==> src/rtl/jts16_sdram_bridge.sv <==
// Single-port bridge between the System 16 main-CPU bus decoder and the SDRAM controller.
// Serialises ROM, work-RAM and VRAM accesses; a one-word ROM hit register short-circuits repeated fetches.
module jts16_sdram_bridge #(
    parameter logic [21:0] ROM_OFFSET  = 22'h00_0000,
    parameter logic [21:0] RAM_OFFSET  = 22'h10_0000,
    parameter logic [21:0] VRAM_OFFSET = 22'h10_2000
) (
    input  logic        clk,
    input  logic        rst_n,
    input  logic        rom_cs,
    input  logic [16:0] rom_addr,
    input  logic        ram_cs,
    input  logic        vram_cs,
    input  logic [12:0] ram_addr,
    input  logic        UDSWn,
    input  logic        LDSWn,
    input  logic [15:0] cpu_dout,
    output logic [15:0] rom_data,
    output logic        rom_ok,
    output logic [15:0] ram_data,
    output logic        ram_ok,
    output logic        sdram_req,
    output logic [21:0] sdram_addr,
    output logic        sdram_we,
    output logic [1:0]  sdram_dsn,
    output logic [15:0] sdram_din,
    input  logic        sdram_ack,
    input  logic        sdram_rdy,
    input  logic [15:0] sdram_dout
);

    localparam logic [1:0] IDLE = 2'd0, REQ = 2'd1, WAIT = 2'd2, DONE = 2'd3;
    localparam logic [1:0] SRC_ROM = 2'd0, SRC_RAM = 2'd1, SRC_VRAM = 2'd2;

    logic [1:0]  st;
    logic [1:0]  src;
    logic [16:0] lat_rom_addr;
    logic [12:0] lat_ram_addr;
    logic [15:0] rd_buf;
    logic        hit_valid;
    logic [16:0] hit_tag;
    logic [15:0] hit_data;

    logic rom_hit, any_ok, src_cs, rom_keep, ram_keep, ram_wr;

    // An ok stays valid only while its requester still presents the latched address.
    always_comb begin
        rom_hit  = hit_valid && (hit_tag == rom_addr);
        any_ok   = rom_ok | ram_ok;
        src_cs   = (src == SRC_VRAM) ? vram_cs : ram_cs;
        rom_keep = rom_cs && (rom_addr == lat_rom_addr);
        ram_keep = src_cs && (ram_addr == lat_ram_addr);
        ram_wr   = ~(UDSWn & LDSWn);
    end

    // NOTE: sequential state uses non-blocking assignments so every register samples pre-edge values.
    always_ff @(posedge clk or negedge rst_n) begin
        if (!rst_n) begin
            st           <= IDLE;
            src          <= SRC_ROM;
            lat_rom_addr <= '0;
            lat_ram_addr <= '0;
            rd_buf       <= '0;
            rom_data     <= '0;
            rom_ok       <= 1'b0;
            ram_data     <= '0;
            ram_ok       <= 1'b0;
            sdram_req    <= 1'b0;
            sdram_addr   <= '0;
            sdram_we     <= 1'b0;
            sdram_dsn    <= 2'b11;
            sdram_din    <= '0;
            // NOTE: only hit_valid gates the cache; tag/data are cleared just to keep reset state deterministic.
            hit_valid    <= 1'b0;
            hit_tag      <= '0;
            hit_data     <= '0;
        end else begin
            if (rom_ok && !rom_keep) rom_ok <= 1'b0;
            if (ram_ok && !ram_keep) ram_ok <= 1'b0;
            case (st)
                IDLE: if (!any_ok) begin
                    if (ram_cs || vram_cs) begin
                        src          <= ram_cs ? SRC_RAM : SRC_VRAM;
                        lat_ram_addr <= ram_addr;
                        sdram_addr   <= (ram_cs ? RAM_OFFSET : VRAM_OFFSET) + {9'd0, ram_addr};
                        sdram_we     <= ram_wr;
                        sdram_dsn    <= ram_wr ? {UDSWn, LDSWn} : 2'b00;
                        sdram_din    <= cpu_dout;
                        sdram_req    <= 1'b1;
                        st           <= REQ;
                    end else if (rom_cs) begin
                        src          <= SRC_ROM;
                        lat_rom_addr <= rom_addr;
                        if (rom_hit) begin
                            rom_data <= hit_data;
                            rom_ok   <= 1'b1;
                        end else begin
                            sdram_addr <= ROM_OFFSET + {5'd0, rom_addr};
                            sdram_we   <= 1'b0;
                            sdram_dsn  <= 2'b00;
                            sdram_din  <= cpu_dout;
                            sdram_req  <= 1'b1;
                            st         <= REQ;
                        end
                    end
                end
                REQ: if (sdram_ack) begin
                    sdram_req <= 1'b0;
                    st        <= WAIT;
                end
                WAIT: if (sdram_rdy) begin
                    rd_buf <= sdram_dout;
                    if (src == SRC_ROM) begin
                        hit_valid <= 1'b1;
                        hit_tag   <= lat_rom_addr;
                        hit_data  <= sdram_dout;
                    end
                    st <= DONE;
                end
                DONE: begin
                    // Results for a requester that moved on are dropped; the hit register was already updated.
                    if (src == SRC_ROM) begin
                        if (rom_keep) begin
                            rom_ok   <= 1'b1;
                            rom_data <= rd_buf;
                        end
                    end else if (ram_keep) begin
                        ram_ok <= 1'b1;
                        if (!sdram_we) ram_data <= rd_buf;
                    end
                    st <= IDLE;
                end
                default: st <= IDLE;
            endcase
        end
    end

endmodule
==> config.mk <==
export PLATFORM = sky130hd
export DESIGN_NAME = jts16_sdram_bridge
export DESIGN_NICKNAME = d
export VERILOG_FILES = /design/src/rtl/jts16_sdram_bridge.sv
export SDC_FILE = /design/constraint.sdc
export NUM_CORES = 1
export LEC_CHECK = 0
export ABC_AREA = 1
export CAP_MARGIN = 20
export CELL_PAD_IN_SITES_DETAIL_PLACEMENT = 0
export CELL_PAD_IN_SITES_GLOBAL_PLACEMENT = 1
export CORE_MARGIN = 1
export CORE_UTILIZATION = 41
export DETAILED_ROUTE_END_ITERATION = 8
export PLACE_DENSITY_LB_ADDON = 0.12
export RECOVER_POWER = 100
export SYNTH_ARGS = -nofsm -noshare
export SYNTH_HDL_FRONTEND = slang
export SYNTH_SLANG_ARGS = --single-unit
==> constraint.sdc <==
create_clock -name clk -period 3.9 [get_ports clk]
set_clock_uncertainty 0.1 [all_clocks]
set_input_delay 0.39 -clock clk [delete_from_list [all_inputs] [get_ports clk]]
set_output_delay 0.39 -clock clk [all_outputs]
set_load 0.005 [all_outputs]
==> impl_metrics.ini <==
[synthesis]
synth_edf_count = 0
synth_area_um2 = 7420
synth_cell_types = 38
synthTopCellsByArea = dfrtp_1 (52%), nand2_1 (18%), o21ai_0 (7.1%)
synth_most_common_cell = nand2_1
yosysWarnings = 0
ys_seq_area_share_pct = 52.7
avgSynthCellArea_um2 = 8.10
syn_inst = 915
synth.largest_area_cell = dfrtp_1
synth_top_area_share_pct = 52.0
ys.flop_type = dfrtp_1
ys_ff_latch = 156
async_flop_share_pct = 100
yosys-top-cells-count = nand2_1 (353), dfrtp_1 (154), o21ai_0 (105)

[setup_path]
crit_fanout = 20
rr_worst_depth = 9
cp_top_family = buffers and inverters
crit_type = reg -> reg
cp_data_required_time_ns = 4.16
cp_cell_sequence = ha_1, inv_1, clkbuf_1, nor2_1, nor2_1, inv_2, a21oi_4, nand3_1, nand2_1
critPathSlowestCell = clkbuf_1
worstSetupStartpointType = register
r2r-start = st[0]$_DFFE_PN0P_
crit_arrival_ns = 3.44
critPathBufInv = 3
critical-path-max-stage-delay_ns = 0.73
cp-end-kind = register
rrSetupSlack_ns = 0.72
r2r_end = rom_data[10]$_DFFE_PN0P_
critPathMostFrequentCell = nor2_1

[floorplanning]
die_h_um = 136
die_area_um2 = 18600
chipWidth_um = 136
row_count = 48
num_io_pins = 147
coreArea_um2 = 17500
start_util_pct = 42.4

[timing]
fin_hold_ws_ns = 0.363
setup_slack_ns = 0.720
setup_violations = 0
hold_viol = 0
fin_crit_ns = 3.18
tightest_slew_ns = 2.31
post-route-period-util_pct = 81.5
slew_headroom_pct = -54.3
rsz0062_at_grt = no
fmax_ghz = 0.314
slew_violations = 89
final.setup.tns_ns = 0

[global_route]
antenna_found_initial = 0
grt_pass1_wl_um = 31600
first_global_vias = 5798
grt_usage_pct = 22.4
grt.overflow.total = 0
grt_max_degree = 90

[detailed_routing]
ant_nets = 0
detail_route.iter0.violations = 422
avgRoutedWirePerCell_um = 15.1
wirelength_um = 19400
firstDrtPassIters = 5
viasPerCell = 4.85
vias = 6241
drc = 0

[power_and_ir_drop]
power.total_mw = 6.86
p_leak_nw = 4.87
p_per_area_nw_per_um2 = 716
ir_drop_uv = 418

[finish]
num-fill-cells = 1650
nets = 1125
synthToLayoutAreaGrowth_pct = 29.3
final_area_um2 = 9590
drive_gt1_share_pct = 6.40
antenna_cells = 0

[clock_tree]
cts.htree.levels = 4
cts_tree = yes
clock_latency_ns = 0.43
postCtsHoldBufs = 1
post-cts-setup-buffer-count = 0
path_clk_slew_ns = 0.07
numClockSinks = 156
numCtsBuffers = 17
clockBufferDepth = 2
cts_resized = 0
cts-root-buf = clkbuf_16

[place]
placed_cell_area_um2 = 9010
hpwl_um = 13600
io_buffers = 142
gp_congestion = 0.812
dp_slack_ns = 1.11

[min_path]
hold_end = rom_data[1]$_DFFE_PN0P_
min-delay-start = rom_data[1]$_DFFE_PN0P_
min_path_cells = 2
hp-class = reg -> reg

[job]
max-cap-violations = 1

[run_status]
status = finished, violations left
violations = max-capacitance violations, max-slew violations
cell usage in the layout (no fill, tap or decap), types with 17 or more instances in the layout:
cell             Yosys  layout
nor2_1              42      44
clkbuf_16            0      17
inv_1               76      78
dlygate4sd3_1        0      74
nand4_1             24      24
o21ai_0            105     110
nand2_1            353     353
dfrtp_1            154     154
clkdlybuf4s50_1      0      68
nand3_1             47      47
power by group:
| part | internal [mW] | switching, mW | leakage [nW] |
|---|---|---|---|
| registers | 2.29 | 0.429 | 1.97 |
| logic | 1.04 | 1.35 | 2.60 |
| clock network | 1.04 | 0.715 | 0.303 |
area by class of cell:
cell class              count  area [µm²]  share of cell area (%)
multi-input cells         637        2960                    30.8
repair buffers            153        1500                    15.7
flip-flops and latches    156        3910                    40.7
well taps                 225         282                    2.94
inverters                  85         319                    3.33
clock inverters            13         181                    1.89
clock buffers              19         443                    4.62
logic make-up (layout without fill, tap and decap cells):
kind of cell	Yosys count	in the layout	share of synthesized area, %
other	1	4	0.0506
buffers and inverters	125	270	7.20
multiplexers	10	10	1.52
AO/OA/AOI/OAI	122	122	8.55
AND/OR/NAND/NOR	482	482	27.6
XOR/XNOR	15	15	1.77
flip-flops	156	156	52.7
adder cells (fa/ha/maj)	4	4	0.675
per-layer routing:
| layer | share of wire [%] | GRT usage, % | routed length, µm |
|---|---|---|---|
| met5 | 0 | 0 | 0 |
| met4 | 0.60 | 5.37 | 116 |
| met3 | 5.2 | 4.81 | 1000 |
| met2 | 40 | 30.6 | 7820 |
| met1 | 54 | 35.4 | 10400 |
sequential cells by signal (all words and copies together), names as in the netlist, 13 cells and up:
register      flops
hit_data         16
sdram_din        16
lat_ram_addr     13
rom_data         16
sdram_addr       18
ram_data         16
lat_rom_addr     17
hit_tag          17
rd_buf           16
worst reg2reg max path: cells and delay by family, from the launching register on:
kind	cells	cell delay (ns)
flops	1	0.41
buf+inv	3	0.98
compound gates	1	0.39
simple gates	4	0.73
fa+ha+maj	1	0.51
stage by stage:
step | utilization, % | instances
after floorplan | - | 918
after global placement | 51.5 | 1255
after detailed placement | 51.5 | 1255
after CTS | 55.2 | 1288
after global routing | 54.9 | 1288
final | 54.9 | 1288
worst max-delay path by stage:
stage / startpoint / cells past startpoint / endpoint
after floorplan: st[0]$_DFFE_PN0P_ / 11 / rom_data[10]$_DFFE_PN0P_
after global placement: rom_addr[9] / 11 / sdram_addr[9]$_DFFE_PN0P_
after detailed placement: rom_addr[9] / 11 / sdram_addr[11]$_DFFE_PN0P_
after CTS: st[0]$_DFFE_PN0P_ / 6 / ram_data[1]$_DFFE_PN0P_
after global routing: st[1]$_DFFE_PN0P_ / 6 / ram_data[3]$_DFFE_PN0P_
final: st[0]$_DFFE_PN0P_ / 9 / rom_data[10]$_DFFE_PN0P_
(Power assumes the default switching activity.)
